[config.mk]
export PLATFORM = sky130hd
export DESIGN_NAME = sm_addsub_pipe
export DESIGN_NICKNAME = d
export VERILOG_FILES = /design/src/rtl/sm_addsub_pipe.sv
export SDC_FILE = /design/constraint.sdc
export NUM_CORES = 1
export LEC_CHECK = 0
export CAP_MARGIN = 40
export CORE_ASPECT_RATIO = 1.75
export CORE_MARGIN = 3
export CORE_UTILIZATION = 30
export CTS_CLUSTER_SIZE = 12
export DETAILED_ROUTE_END_ITERATION = 8
export GPL_ROUTABILITY_DRIVEN = 0
export PLACE_DENSITY_LB_ADDON = 0.15
export SYNTH_ARGS = -nofsm -noshare
export SYNTH_HDL_FRONTEND = slang
export SYNTH_SLANG_ARGS = --single-unit
[constraint.sdc]
create_clock -name i_clk -period 4.6 [get_ports i_clk]
set_input_delay 0.92 -clock i_clk [delete_from_list [all_inputs] [get_ports i_clk]]
set_output_delay 0.92 -clock i_clk [all_outputs]
set_load 0.02 [all_outputs]
[src/rtl/sm_addsub_pipe.sv]
// rtl/sm_addsub_pipe.sv - two-stage multi-lane sign-magnitude adder/subtractor with saturation and overflow count
module sm_addsub_pipe #(
    parameter int BITS    = 16,
    parameter int FIX_BIT = 7,
    parameter int LANES   = 2,
    parameter int SAT     = 1,
    parameter int CNT_W   = 8
) (
    input  logic                   i_clk,
    input  logic                   i_rst,
    input  logic                   i_in_valid,
    output logic                   o_in_ready,
    input  logic [LANES-1:0]       i_sub,
    input  logic [LANES*BITS-1:0]  i_input0,
    input  logic [LANES*BITS-1:0]  i_input1,
    output logic                   o_out_valid,
    input  logic                   i_out_ready,
    output logic [LANES*BITS-1:0]  o_output,
    output logic [LANES-1:0]       o_ovf,
    output logic [CNT_W-1:0]       o_ovf_cnt,
    input  logic                   i_ovf_clr
);

    if (FIX_BIT >= BITS - 1) begin : g_fix_check
        $error("FIX_BIT must leave at least one integer magnitude bit");
    end

    // Sign-magnitude to BITS+1 two's complement; neg flips the sign (subtract), -0 maps to 0.
    function automatic logic [BITS:0] sm_to_tc(input logic [BITS-1:0] v, input logic neg);
        logic [BITS:0] mag;
        mag = {2'b00, v[BITS-2:0]};
        return (v[BITS-1] ^ neg) ? -mag : mag;
    endfunction

    // Returns {ovf, sign, magnitude}; a zero magnitude always carries a positive sign.
    function automatic logic [BITS:0] tc_to_sm(input logic [BITS:0] r);
        logic [BITS:0]   abs_v;
        logic            ovf;
        logic [BITS-2:0] mag;
        abs_v = r[BITS] ? -r : r;
        ovf   = |abs_v[BITS:BITS-1];
        if (ovf && (SAT != 0)) mag = '1;
        else                   mag = abs_v[BITS-2:0];
        return {ovf, r[BITS] & (|mag), mag};
    endfunction

    logic                  r_s1_valid;
    logic [BITS:0]         r_s1_sum [LANES];
    logic                  r_s2_valid;
    logic [LANES*BITS-1:0] r_s2_data;
    logic [LANES-1:0]      r_s2_ovf;
    logic [CNT_W-1:0]      r_ovf_cnt;

    logic                  w_s1_load;
    logic                  w_s2_load;
    logic                  w_out_fire;
    logic [BITS:0]         w_sum  [LANES];
    logic [BITS:0]         w_conv [LANES];
    logic [LANES*BITS-1:0] w_s2_data;
    logic [LANES-1:0]      w_s2_ovf;

    // S1 may refill in the same cycle S2 hands its word downstream, so bubbles collapse.
    assign w_s2_load  = !r_s2_valid || i_out_ready;
    assign w_s1_load  = !r_s1_valid || w_s2_load;
    assign w_out_fire = r_s2_valid && i_out_ready;

    always_comb begin
        for (int k = 0; k < LANES; k++) begin
            w_sum[k] = sm_to_tc(i_input0[k*BITS +: BITS], 1'b0)
                     + sm_to_tc(i_input1[k*BITS +: BITS], i_sub[k]);
        end
    end

    always_comb begin
        w_s2_data = '0;
        w_s2_ovf  = '0;
        for (int k = 0; k < LANES; k++) begin
            w_conv[k]                 = tc_to_sm(r_s1_sum[k]);
            w_s2_data[k*BITS +: BITS] = w_conv[k][BITS-1:0];
            w_s2_ovf[k]               = w_conv[k][BITS];
        end
    end

    always_ff @(posedge i_clk or posedge i_rst) begin
        if (i_rst) begin
            r_s1_valid <= 1'b0;
            for (int k = 0; k < LANES; k++) begin
                r_s1_sum[k] <= '0;
            end
        end else if (w_s1_load) begin
            r_s1_valid <= i_in_valid;
            for (int k = 0; k < LANES; k++) begin
                r_s1_sum[k] <= w_sum[k];
            end
        end
    end

    always_ff @(posedge i_clk or posedge i_rst) begin
        if (i_rst) begin
            r_s2_valid <= 1'b0;
            r_s2_data  <= '0;
            r_s2_ovf   <= '0;
        end else if (w_s2_load) begin
            r_s2_valid <= r_s1_valid;
            r_s2_data  <= w_s2_data;
            r_s2_ovf   <= w_s2_ovf;
        end
    end

    // Clear takes priority over a same-cycle increment; the count sticks at all-ones.
    always_ff @(posedge i_clk or posedge i_rst) begin
        if (i_rst) begin
            r_ovf_cnt <= '0;
        end else if (i_ovf_clr) begin
            r_ovf_cnt <= '0;
        end else if (w_out_fire && (|r_s2_ovf) && !(&r_ovf_cnt)) begin
            r_ovf_cnt <= r_ovf_cnt + 1'b1;
        end
    end

    assign o_in_ready  = w_s1_load;
    assign o_out_valid = r_s2_valid;
    assign o_output    = r_s2_data;
    assign o_ovf       = r_s2_ovf;
    assign o_ovf_cnt   = r_ovf_cnt;

endmodule

==> results.md, run 1 <==
* Status: complete, no violations
* Dpl hpwl at 13.91 mm
* Layout Area Growth over Synthesis at 27.72%
* P per Cell Area at 463.7 mW/mm^2
* Port bufs at 114
* Syn nets at 883
* Grt peak-use layer: met2
* Synth Instances at 771
* Starting DRT DRC Count at 182
* Maximum vdd ir drop at 172.2 uV
* Worst Path Required at 4870 ps
* Post-synth ARST share at 1.000
* Initial antenna violation count at 0
* Largest area contributor in the netlist: dfrtp_1
* Most common cell in the netlist: nor2_1
* WP data arrival at 4380 ps
* Die Wd at 116.2 um
* Post-CTS setup buffer count at 0
* M2 GR Usage at 0.2708
* Ports at 115
* First-pass GRT wire length at 27.94 mm
* Count of cell types in the netlist at 60
* Worst slew pin tran at 704.4 ps
* Clock Tree Root: clkbuf_16
* Vias per cell at 5.030
* Synth Area per Inst at 8.272 um^2
* H-tree Lvls at 3
* Routed len/inst at 14.69 um
* Setup Skew at 7.263 ps
* Initial Utilization at 0.3047
* Routed WL at 16.71 mm
* Critical Path Fanout Max at 4
* Hold Path Class: reg -> reg
* Layout cells sized above 1 at 0.04628
* Core box area at 0.02093 mm^2
* Num CTS Buffers at 9
* Met3 usage at 0.01613
* GRT Resource Usage Total at 0.1485
* CP Capture Type: flip-flop
* Cell area after synthesis at 0.006377 mm^2
* Synthesized flop and latch total at 78
* Period utilization at 0.8934
* DRT antenna net count at 0
* Final Critical Period at 4109 ps
* PostCTS Resize Cnt at 0
* Pwr Total at 3.777 mW
* Endpoints failing setup at 0
* Synth top cells by count: nor2_1 (82), dfrtp_1 (78), nand2_1 (68)
* Largest net degree at the start of global routing at 45
* Top FF cell, synth: dfrtp_1
* Leak at 3.167 nW
* F_max at 0.2433 GHz
* Met1 usage in global routing at 0.1777
* Synth warnings at 0
* DRC errors left at 0
* Total gr overflow at 0
* MaxCap Viol Count at 0
* Hold_buf cts at 0
* Via count at 5724
* Antenna diodes at 0
* Hold Fails Final Rpt at 0
* Post-synth top area share at 0.3061
* Fin Setup TNS at 0 ps
* DRT Pass-1 Iters at 4
* RSZ-0062 raised after global routing: false
* Clock sinks at 78
* Die height at 198.9 um
* Register area share after synthesis at 0.3061
* Max Root-Sink Buffers at 2
* Cell row count at 70
* Final net count at 993
* Post-synth EDFFs at 0
* Clk_lat worst skew at 340 ps
* Critical path class: in -> reg
* Max-slew violation count at 0
* Slew margin rel. at 0.5270
* Clock Pin Slew Worst Setup and Hold Paths at 60 ps
* Top area cells in the synthesized netlist: dfrtp_1 (31%), xnor2_1 (8.2%), ha_1 (7.7%)
* Die ar. at 0.02311 mm^2
* Vias in the first global route at 5766
* Crit start category: input pin
* TritonCTS clock tree: done
-- per-layer routing --
layer | up-vias | part of all wire | wire length [um]
met1 | 2610 | 0.43 | 7254
met4 | 0 | 0.021 | 344
li1 | 3004 | - | -
met3 | 18 | 0.024 | 407
met5 | - | 0 | 0
met2 | 92 | 0.52 | 8706
-- final timing paths --
check | from | end | slack (ps) | depth (start not counted)
worst max-delay path | i_input0[2] | r_s1_sum[31]$_DFFE_PP0P_ | 490 | 12
worst min-delay path | r_s1_valid$_DFFE_PP0P_ | o_out_valid$_DFFE_PP0P_ | 470 | 1
worst max register to register | r_s1_sum[24]$_DFFE_PP0P_ | o_output[3]$_DFFE_PP0P_ | 1800 | 6
worst min register to register | r_s1_valid$_DFFE_PP0P_ | o_out_valid$_DFFE_PP0P_ | 470 | 1
max in group asynchronous | i_rst | o_output[26]$_DFFE_PP0P_ | 3040 | 3
min in group asynchronous | i_rst | o_output[1]$_DFFE_PP0P_ | 850 | 2
-- through the flow --
| step | cell area [um^2] | hold WS [ps] | setup slack (ps) | util | cells |
|---|---|---|---|---|---|
| after CTS | 8145 | 476.8 | 589.7 | 0.3891 | 1138 |
| after detailed placement | 7820 | 454.6 | 233.0 | 0.3736 | 1122 |
| after global placement | 7820 | 440.2 | 268.8 | 0.3736 | 1122 |
| after floorplan | 6377 | 425.2 | 958.5 | - | 771 |
| after global routing | 8145 | 516.1 | 258.0 | 0.3891 | 1138 |
| final | 8145 | 470.8 | 490.5 | 0.3891 | 1138 |
-- flip-flops by register name, indices dropped and copies added (netlist names) --
name,flops
o_output,32
o_out_valid,1
r_s1_sum,34
r_s1_valid,1
o_ovf_cnt,8
o_ovf,2
-- area by class of cell --
| type | instances | area (um^2) |
|---|---|---|
| tap | 252 | 315.3 |
| inverter | 27 | 102.6 |
| sequential | 78 | 1952 |
| timing repair buffer | 127 | 1239 |
| fill | 2166 | 12790 |
| multi-input combinational | 638 | 4212 |
| clock inverter | 5 | 82.58 |
| clock buffer | 11 | 242.7 |
-- layout by cell type (no fill, tap or decap), drive strengths merged, types with 3 or more instances in the layout --
cell type	Yosys	layout
a211oi	6	6
a21boi	4	4
a21o	12	12
a21oi	58	58
a31oi	17	17
and2	3	3
and3	4	4
buf	6	13
clkbuf	22	11
clkdlybuf4s50	0	114
clkinvlp	0	3
dfrtp	78	78
ha	39	39
inv	27	26
mux2i	6	6
nand2	68	68
nand2b	11	11
nand3	15	15
nand3b	3	3
nand4	9	9
nor2	83	83
nor2b	12	12
nor3	19	19
nor4	11	11
o21a	8	8
o21ai	55	55
o21bai	4	4
o22ai	5	5
o31a	3	3
o31ai	25	25
o41ai	10	10
or3	6	6
or4	11	11
xnor2	60	60
xor2	50	50
-- critical path: stages --
cell and delay (ps):
clkdlybuf4s50_1 460, or4_1 600, o41ai_1 390, xnor2_1 120, ha_1 360, a21oi_1 210
o21ai_0 120, a21o_1 200, a21oi_1 250, a21boi_0 160, or4_1 490, nand3_1 90
-- kinds of logic (layout without fill, tap and decap cells) --
kind of cell,count (synthesis),count (layout),synth area share
AND/OR/NAND/NOR,262,262,0.1997
adder cells (fa/ha/maj),41,41,0.08279
multiplexers,6,6,0.009418
buffers and inverters,55,170,0.03355
AO/OA/AOI/OAI,219,219,0.2174
flip-flops,78,78,0.3061
XOR/XNOR,110,110,0.1511
-- where the power goes --
| part | total, mW | internal [mW] | switching [mW] |
|---|---|---|---|
| registers | 1.24 | 0.943 | 0.296 |
| clock network | 0.761 | 0.490 | 0.271 |
| logic | 1.78 | 0.827 | 0.949 |
| total | 3.78 | 2.26 | 1.52 |
Power figures use the tool's default switching activity.
==> run 2: changes to the inputs <==
--- a/config.mk
+++ b/config.mk
@@ -5,6 +5,7 @@
 export SDC_FILE = /design/constraint.sdc
 export NUM_CORES = 1
 export LEC_CHECK = 0
+export ABC_CLOCK_PERIOD_IN_PS = 4600
 export CAP_MARGIN = 40
 export CORE_ASPECT_RATIO = 1.75
 export CORE_MARGIN = 3
==> results of run 2 <==
No change in the layout: final DEF, timing and power equal those of run 1.
